--- src/rtl/pwm_pkg.sv ---
// Shared constants and types for the multichannel PWM block.
// The count-direction enum is only used when PWM_CENTER_ALIGN_EN is defined.
package pwm_pkg;

  localparam int DEF_NUM_CH  = 16;
  localparam int DEF_CNT_W   = 8;
  localparam int DEF_PRESC_W = 4;

  // Period shadow value out of reset; sliced down to CNT_W where used.
  localparam logic [31:0] RESET_PERIOD = '1;

  typedef enum logic {
    UP   = 1'b0,
    DOWN = 1'b1
  } cnt_dir_e;

endpackage

--- src/rtl/pwm_multichannel_if.sv ---
// Duty-cycle write bus from the register file into the PWM block.
// duty_wr is a single-cycle write strobe with no ready/back-pressure: every
// cycle with duty_wr=1 is one write of duty_data to channel duty_ch, and it is
// always accepted. Channel indices with no matching channel are dropped.
interface pwm_multichannel_if #(
  parameter int NUM_CH = 16,
  parameter int CNT_W  = 8
);
  localparam int CH_W = (NUM_CH > 1) ? $clog2(NUM_CH) : 1;

  logic             duty_wr;
  logic [CH_W-1:0]  duty_ch;
  logic [CNT_W-1:0] duty_data;

  modport master (output duty_wr, duty_ch, duty_data);
  modport slave  (input  duty_wr, duty_ch, duty_data);
endinterface

--- src/rtl/pwm_timebase.sv ---
// Shared PWM timebase: clock prescaler, period counter and period shadow.
// o_load is high in the cycle whose clock edge wraps the counter (shadow-load
// edge); o_period_tick is the registered pulse seen in the cycle after it.
// Build option PWM_CENTER_ALIGN_EN selects an up/down (triangle) counter.
module pwm_timebase
  import pwm_pkg::*;
#(
  parameter int CNT_W   = DEF_CNT_W,
  parameter int PRESC_W = DEF_PRESC_W
) (
  input  logic               clk,
  input  logic               rst_n,
  input  logic [CNT_W-1:0]   i_period,
  input  logic [PRESC_W-1:0] i_presc,
  output logic [CNT_W-1:0]   o_cnt,
  output logic               o_load,
  output logic               o_period_tick
);

  logic [PRESC_W-1:0] r_presc_cnt;
  logic [CNT_W-1:0]   r_cnt;
  logic [CNT_W-1:0]   r_period_sh;
  logic               r_period_tick;
  logic               w_tick;
  logic               w_wrap;
  logic [CNT_W-1:0]   w_cnt_nxt;

  // The prescaler compare is live, so a new presc applies immediately.
  assign w_tick = (r_presc_cnt == i_presc);

`ifdef PWM_CENTER_ALIGN_EN
  cnt_dir_e r_dir;
  cnt_dir_e w_dir_nxt;

  // Triangle count: 0..P up, P-1..1 down, wrap to 0; each endpoint lasts one tick.
  always_comb begin
    w_wrap    = 1'b0;
    w_cnt_nxt = r_cnt;
    w_dir_nxt = r_dir;
    if (r_dir == UP) begin
      if (r_cnt == r_period_sh) begin
        if (r_period_sh <= CNT_W'(1)) begin
          w_wrap    = 1'b1;
          w_cnt_nxt = '0;
        end else begin
          w_dir_nxt = DOWN;
          w_cnt_nxt = r_cnt - 1'b1;
        end
      end else begin
        w_cnt_nxt = r_cnt + 1'b1;
      end
    end else if (r_cnt <= CNT_W'(1)) begin
      w_wrap    = 1'b1;
      w_cnt_nxt = '0;
      w_dir_nxt = UP;
    end else begin
      w_cnt_nxt = r_cnt - 1'b1;
    end
  end

  // Direction state register, advanced on prescaler ticks only.
  always_ff @(posedge clk or negedge rst_n) begin
    if (!rst_n)      r_dir <= UP;
    else if (w_tick) r_dir <= w_dir_nxt;
  end
`else
  // Sawtooth count: wrap to 0 after reaching the shadowed terminal count.
  always_comb begin
    w_wrap    = (r_cnt == r_period_sh);
    w_cnt_nxt = w_wrap ? '0 : r_cnt + 1'b1;
  end
`endif

  assign o_load = w_tick & w_wrap;

  // Prescaler: return to 0 on each tick.
  always_ff @(posedge clk or negedge rst_n) begin
    if (!rst_n)      r_presc_cnt <= '0;
    else if (w_tick) r_presc_cnt <= '0;
    else             r_presc_cnt <= r_presc_cnt + 1'b1;
  end

  // Counter, period shadow and the registered wrap pulse.
  always_ff @(posedge clk or negedge rst_n) begin
    if (!rst_n) begin
      r_cnt         <= '0;
      r_period_sh   <= RESET_PERIOD[CNT_W-1:0];
      r_period_tick <= 1'b0;
    end else begin
      r_period_tick <= o_load;
      if (w_tick) r_cnt <= w_cnt_nxt;
      if (o_load) r_period_sh <= i_period;
    end
  end

  assign o_cnt         = r_cnt;
  assign o_period_tick = r_period_tick;

endmodule

--- src/rtl/pwm_multichannel.sv ---
// NUM_CH PWM outputs sharing one prescaled timebase. Each channel owns a
// staging duty register (written from the duty bus) and a shadow duty register
// loaded at the period wrap, so outputs never see a partial-period duty change.
// Build option PWM_CENTER_ALIGN_EN (in pwm_timebase) gives centre-aligned pulses.
module pwm_multichannel
  import pwm_pkg::*;
#(
  parameter int NUM_CH  = DEF_NUM_CH,
  parameter int CNT_W   = DEF_CNT_W,
  parameter int PRESC_W = DEF_PRESC_W
) (
  input  logic                 clk,
  input  logic                 rst_n,
  input  logic [NUM_CH-1:0]    en_out,
  input  logic [NUM_CH-1:0]    en_pwm,
  pwm_multichannel_if.slave    duty_bus,
  input  logic [CNT_W-1:0]     period,
  input  logic [PRESC_W-1:0]   presc,
  output logic [NUM_CH-1:0]    out,
  output logic                 period_tick
);

  localparam int CH_W = (NUM_CH > 1) ? $clog2(NUM_CH) : 1;

  logic [CNT_W-1:0] w_cnt;
  logic             w_load;

  pwm_timebase #(
    .CNT_W   (CNT_W),
    .PRESC_W (PRESC_W)
  ) u_timebase (
    .clk           (clk),
    .rst_n         (rst_n),
    .i_period      (period),
    .i_presc       (presc),
    .o_cnt         (w_cnt),
    .o_load        (w_load),
    .o_period_tick (period_tick)
  );

  for (genvar i = 0; i < NUM_CH; i++) begin : g_ch
    logic [CNT_W-1:0] r_stage;
    logic [CNT_W-1:0] r_shadow;
    logic             r_out;
    logic             w_sel;

    // Out-of-range channel indices match no slice and are dropped.
    assign w_sel = duty_bus.duty_wr && (duty_bus.duty_ch == CH_W'(i));

    // Staging duty: written any cycle; a write on the load edge misses that load.
    always_ff @(posedge clk or negedge rst_n) begin
      if (!rst_n)     r_stage <= '0;
      else if (w_sel) r_stage <= duty_bus.duty_data;
    end

    // Shadow duty: takes the staging value only at the period wrap.
    always_ff @(posedge clk or negedge rst_n) begin
      if (!rst_n)      r_shadow <= '0;
      else if (w_load) r_shadow <= r_stage;
    end

    // Registered output; enables are live with one clock of latency.
    always_ff @(posedge clk or negedge rst_n) begin
      if (!rst_n) r_out <= 1'b0;
      else        r_out <= en_out[i] & (en_pwm[i] ? (w_cnt < r_shadow) : 1'b1);
    end

    assign out[i] = r_out;
  end

endmodule

--- src/flat_wrapper.sv ---
// flat-port wrapper written by rule: the top's interface ports become plain ports
module pwm_multichannel_flat import pwm_pkg::*;
#(
  parameter int NUM_CH  = DEF_NUM_CH,
  parameter int CNT_W   = DEF_CNT_W,
  parameter int PRESC_W = DEF_PRESC_W
)
  (clk, rst_n, en_out, en_pwm, period, presc, out, period_tick, duty_bus_duty_wr, duty_bus_duty_ch, duty_bus_duty_data);
  pwm_multichannel_if #(.NUM_CH(NUM_CH), .CNT_W(CNT_W)) duty_bus_i ();
  input  logic clk;
  input  logic rst_n;
  input  logic [NUM_CH-1:0] en_out;
  input  logic [NUM_CH-1:0] en_pwm;
  input  logic [CNT_W-1:0] period;
  input  logic [PRESC_W-1:0] presc;
  output logic [NUM_CH-1:0] out;
  output logic period_tick;
  input wire logic [$bits(duty_bus_i.duty_wr)-1:0] duty_bus_duty_wr;
  input wire logic [$bits(duty_bus_i.duty_ch)-1:0] duty_bus_duty_ch;
  input wire logic [$bits(duty_bus_i.duty_data)-1:0] duty_bus_duty_data;
  assign duty_bus_i.duty_wr = duty_bus_duty_wr;
  assign duty_bus_i.duty_ch = duty_bus_duty_ch;
  assign duty_bus_i.duty_data = duty_bus_duty_data;
  pwm_multichannel #(.NUM_CH(NUM_CH), .CNT_W(CNT_W), .PRESC_W(PRESC_W)) u_core (.clk(clk), .rst_n(rst_n), .en_out(en_out), .en_pwm(en_pwm), .duty_bus(duty_bus_i), .period(period), .presc(presc), .out(out), .period_tick(period_tick));
endmodule
--- config.mk ---
export PLATFORM = sky130hd
export DESIGN_NAME = pwm_multichannel_flat
export DESIGN_NICKNAME = d
export VERILOG_FILES = /design/src/rtl/pwm_pkg.sv /design/src/rtl/pwm_multichannel_if.sv /design/src/rtl/pwm_timebase.sv /design/src/rtl/pwm_multichannel.sv /design/src/flat_wrapper.sv
export SDC_FILE = /design/constraint.sdc
export NUM_CORES = 1
export LEC_CHECK = 0
export ABC_AREA = 1
export CAP_MARGIN = 20
export CORE_MARGIN = 5
export CORE_UTILIZATION = 25
export DETAILED_ROUTE_END_ITERATION = 8
export DONT_BUFFER_PORTS = 1
export SYNTH_ARGS = -nofsm -noshare
export SYNTH_HDL_FRONTEND = slang
export SYNTH_SLANG_ARGS = --single-unit
--- constraint.sdc ---
create_clock -name clk -period 5.4 [get_ports clk]
set_input_delay 0.54 -clock clk [delete_from_list [all_inputs] [get_ports clk]]
set_output_delay 0.54 -clock clk [all_outputs]
set_load 0.03 [all_outputs]
==> flow_results.xml <==
<?xml version="1.0" encoding="UTF-8"?>
<metrics>
  <group name="status">
    <metric name="outcome" unit="">complete, but fails checks</metric>
    <metric name="violations" unit="">hold timing</metric>
  </group>
  <group name="placed_design">
    <metric name="dp_hpwl" unit="um">22500</metric>
    <metric name="io_buffer_count" unit="">0</metric>
    <metric name="gpl.final_weighted_congestion" unit="">0.806</metric>
  </group>
  <group name="timing">
    <metric name="slew_violations" unit="">0</metric>
    <metric name="tns" unit="ns">0</metric>
    <metric name="slew_at_the_pin_with_the_worst_max_slew_slack" unit="ns">1.10</metric>
    <metric name="timing.final.crit_share" unit="">0.537</metric>
    <metric name="post-route-min-period" unit="ns">2.90</metric>
    <metric name="worst_hold_slack" unit="ns">-0.300</metric>
    <metric name="setup_viol" unit="">0</metric>
    <metric name="skew" unit="ns">0.0288</metric>
    <metric name="clock.fmax" unit="MHz">345</metric>
    <metric name="hold_violations" unit="">293</metric>
    <metric name="setup_repair_after_global_routing_missed_its_margin" unit="">false</metric>
    <metric name="max-slew-margin-rel" unit="">0.265</metric>
  </group>
  <group name="layout">
    <metric name="final_util" unit="">0.285</metric>
    <metric name="final.fill_count" unit="">6143</metric>
    <metric name="insertedDiodeCount" unit="">0</metric>
    <metric name="num-nets-final" unit="">1900</metric>
    <metric name="areaGrowthSynthToFinish" unit="%">12.6</metric>
    <metric name="drive_gt1_frac" unit="">0.0537</metric>
  </group>
  <group name="grt">
    <metric name="maximum_number_of_pins_on_one_net_before_global_route_repair" unit="">294</metric>
    <metric name="first_pass_grt_wire_length" unit="um">59900</metric>
    <metric name="grtUsageTotal" unit="">0.118</metric>
    <metric name="globalRoute.totalOverflow" unit="">0</metric>
    <metric name="first_global_vias" unit="">11000</metric>
    <metric name="initial_antenna_violation_count" unit="">0</metric>
  </group>
  <group name="synth">
    <metric name="synthesis.area" unit="mm2">0.0146</metric>
    <metric name="syn_avg_cell_area" unit="um2">8.27</metric>
    <metric name="yosysWarningCount" unit="">0</metric>
    <metric name="synth_nets" unit="">1940</metric>
    <metric name="ys_seq_elements" unit="">293</metric>
    <metric name="yosysSeqAreaShare" unit="">0.502</metric>
    <metric name="synthCells" unit="">1767</metric>
    <metric name="post_synth_num_cell_types" unit="">27</metric>
  </group>
  <group name="cts">
    <metric name="worst_setup_hold_path_clk_slew" unit="ns">0.06</metric>
    <metric name="cts_buffers" unit="">36</metric>
    <metric name="cts_repair_resize_count" unit="">0</metric>
    <metric name="clock_tree.buffer_depth" unit="">3</metric>
    <metric name="cts_setup_buffers" unit="">0</metric>
    <metric name="cts_tree" unit="">built</metric>
    <metric name="cts.sinks" unit="">293</metric>
    <metric name="cts_root_buf" unit="">sky130_fd_sc_hd__clkbuf_16</metric>
    <metric name="htreeDepth" unit="">2</metric>
    <metric name="clkLatencyLatePin" unit="ns">0.55</metric>
  </group>
  <group name="routing">
    <metric name="wl_per_cell" unit="um">14.9</metric>
    <metric name="vias" unit="">11200</metric>
    <metric name="route.detailed.vias_per_inst" unit="">4.44</metric>
    <metric name="drt_pre_antenna_iters" unit="">5</metric>
    <metric name="routed_wirelength" unit="um">37500</metric>
    <metric name="drt_iter0_drc" unit="">843</metric>
    <metric name="number_of_nets_with_antenna_violations_after_routing" unit="">0</metric>
    <metric name="drt_drc_violations_left" unit="">0</metric>
  </group>
  <group name="setup_path">
    <metric name="start_kind" unit="">flop</metric>
    <metric name="worstSetupPathType" unit="">flop to flop</metric>
    <metric name="crit_required" unit="ns">5.89</metric>
    <metric name="setup.worst_path.end_class" unit="">flop</metric>
    <metric name="worst_path_max_fanout" unit="">118</metric>
    <metric name="worst_path_arrival_time" unit="ns">3.39</metric>
  </group>
  <group name="floorplan">
    <metric name="number_of_top_level_pins" unit="">76</metric>
    <metric name="die_area" unit="mm2">0.0634</metric>
    <metric name="start_util" unit="">0.253</metric>
    <metric name="num_rows" unit="">88</metric>
    <metric name="floorplan.core_area" unit="mm2">0.0578</metric>
    <metric name="die_w" unit="um">252</metric>
    <metric name="die_height" unit="um">252</metric>
  </group>
  <group name="worst_hold_path">
    <metric name="holdCritPathClass" unit="">primary input to asynchronous set/reset pin</metric>
  </group>
  <group name="pwr">
    <metric name="power.leakage" unit="nW">8.62</metric>
    <metric name="power-per-cell-area" unit="mW/mm2">532</metric>
    <metric name="ir_worst_vdd" unit="V">0.000318</metric>
  </group>
  <group name="run">
    <metric name="drv.max_cap_violation_count" unit="">0</metric>
  </group>
</metrics>
## synth_stat cells
cell type	instances	area [um2]
sky130_fd_sc_hd__nor3_2	2	20.0
sky130_fd_sc_hd__inv_1	203	762
sky130_fd_sc_hd__buf_4	17	128
sky130_fd_sc_hd__inv_2	8	30.0
sky130_fd_sc_hd__nor2_4	1	11.3
sky130_fd_sc_hd__nor3_1	15	75.1
sky130_fd_sc_hd__xor2_1	9	78.8
sky130_fd_sc_hd__nor3_4	1	16.3
sky130_fd_sc_hd__o21ai_1	35	175
sky130_fd_sc_hd__nor2_2	3	18.8
sky130_fd_sc_hd__dfstp_2	8	210
sky130_fd_sc_hd__o21ai_0	70	350
sky130_fd_sc_hd__nand2_2	4	25.0
sky130_fd_sc_hd__xnor2_1	7	61.3
sky130_fd_sc_hd__a21oi_1	73	365
sky130_fd_sc_hd__o21a_1	1	7.51
sky130_fd_sc_hd__ha_1	114	1430
sky130_fd_sc_hd__clkbuf_1	22	82.6
sky130_fd_sc_hd__buf_2	47	235
sky130_fd_sc_hd__nand3_1	151	756
sky130_fd_sc_hd__nand2_1	606	2270
sky130_fd_sc_hd__nand3b_1	3	22.5
sky130_fd_sc_hd__clkinv_1	1	3.75
sky130_fd_sc_hd__nor2_1	73	274
sky130_fd_sc_hd__buf_6	5	56.3
sky130_fd_sc_hd__nand4_1	3	18.8
sky130_fd_sc_hd__dfrtp_1	285	7130
## metal layers
layer,global-route usage,up-vias,part of all wire
met1,0.157,5415,0.46
met5,0,-,0
li1,-,5456,-
met2,0.193,236,0.46
met3,0.0281,75,0.055
met4,0.0321,0,0.026
## layout by cell type, fill, tap and decap left out, drive strengths merged, types with 3 or more instances in the layout
| cell | netlist | routed |
|---|---|---|
| nand2 | 610 | 610 |
| nor2 | 77 | 77 |
| clkbuf | 22 | 53 |
| nand3b | 3 | 3 |
| a21oi | 73 | 73 |
| inv | 211 | 213 |
| ha | 114 | 114 |
| dfstp | 8 | 8 |
| xor2 | 9 | 9 |
| bufinv | 0 | 4 |
| nor3 | 18 | 18 |
| nand4 | 3 | 3 |
| dfrtp | 285 | 285 |
| clkinv | 1 | 5 |
| xnor2 | 7 | 7 |
| o21ai | 105 | 105 |
| nand3 | 151 | 151 |
| buf | 69 | 13 |
## layout make-up
| class | count | area [um2] | area share |
|---|---|---|---|
| Timing Repair Buffer | 13 | 130 | 0.00791 |
| Clock buffer | 53 | 1050 | 0.0635 |
| Clock inverter | 10 | 194 | 0.0118 |
| Tap cell | 765 | 957 | 0.0582 |
| Sequential cell | 293 | 7340 | 0.446 |
| Multi-Input combinational cell | 1171 | 5990 | 0.364 |
| Inverter | 212 | 796 | 0.0483 |
## flip-flops by register name, indices dropped and copies added, names as in the netlist
| register | count |
|---|---|
| u_core.g_ch.r_shadow | 128 |
| u_core.u_timebase.o_period_tick | 1 |
| u_core.u_timebase.o_cnt | 8 |
| u_core.u_timebase.r_presc_cnt | 4 |
| u_core.u_timebase.r_period_sh | 8 |
| u_core.g_ch.r_out | 16 |
| u_core.g_ch.r_stage | 128 |
## worst paths after layout
path                       depth (start not counted)  slack [ns]                                      to                                    from
setup reg to reg                                  10        2.50  u_core.g_ch[9].r_shadow[7]$_DFFE_PN0P_  u_core.u_timebase.o_cnt[3]$_DFFE_PN0N_
max in group asynchronous                          0        5.23  u_core.g_ch[8].r_shadow[6]$_DFFE_PN0P_                                   rst_n
hold / removal                                     0       -0.30   u_core.g_ch[1].r_stage[1]$_DFFE_PN0P_                                   rst_n
hold reg to reg                                    2        0.46  u_core.g_ch[3].r_shadow[7]$_DFFE_PN0P_  u_core.g_ch[3].r_shadow[7]$_DFFE_PN0P_
setup / recovery                                  10        2.50  u_core.g_ch[9].r_shadow[7]$_DFFE_PN0P_  u_core.u_timebase.o_cnt[3]$_DFFE_PN0N_
min in group clk                                   1        0.06         u_core.g_ch[15].r_out$_DFF_PN0_                              en_pwm[15]
## kinds of logic after synthesis
| kind of cell | count (synthesis) | share of synthesized area |
|---|---|---|
| simple gates | 862 | 0.240 |
| buf+inv | 303 | 0.0888 |
| flops | 293 | 0.502 |
| compound gates | 179 | 0.0615 |
| fa+ha+maj | 114 | 0.0976 |
| xor+xnor | 16 | 0.00959 |
## worst max-delay path, cell delays in order (launching register included)
cell and delay [ns]:
sky130_fd_sc_hd__dfrtp_1 0.81, sky130_fd_sc_hd__buf_4 0.35, sky130_fd_sc_hd__inv_2 0.04, sky130_fd_sc_hd__nand2_1 0.06, sky130_fd_sc_hd__nand2_1 0.07, sky130_fd_sc_hd__nor2_1 0.10, sky130_fd_sc_hd__nand2_1 0.09, sky130_fd_sc_hd__nor2_4 0.42
sky130_fd_sc_hd__buf_12 0.49, sky130_fd_sc_hd__nand3_1 0.17, sky130_fd_sc_hd__nand2_1 0.11
## where the power goes
| part | switching [mW] | internal, mW | leakage (nW) |
|---|---|---|---|
| combinational | 1.79 | 0.965 | 4.23 |
| sequential | 0.548 | 2.93 | 3.78 |
| clock | 0.981 | 1.55 | 0.603 |
## through the flow
stage               worst slack (ns)  hold WS (ns)  power, mW  area [um2]  cells
finish                          2.50        -0.300       8.76       16500   2517
floorplan                       3.62         0.244       5.55       14600   1767
global placement                2.43         0.261       6.21       15200   2453
detailed placement              2.52         0.261       6.34       15200   2454
global route                    2.28        -0.329       9.54       16500   2517
CTS                             2.51        -0.337       8.93       16500   2517
(Power assumes the default switching activity.)
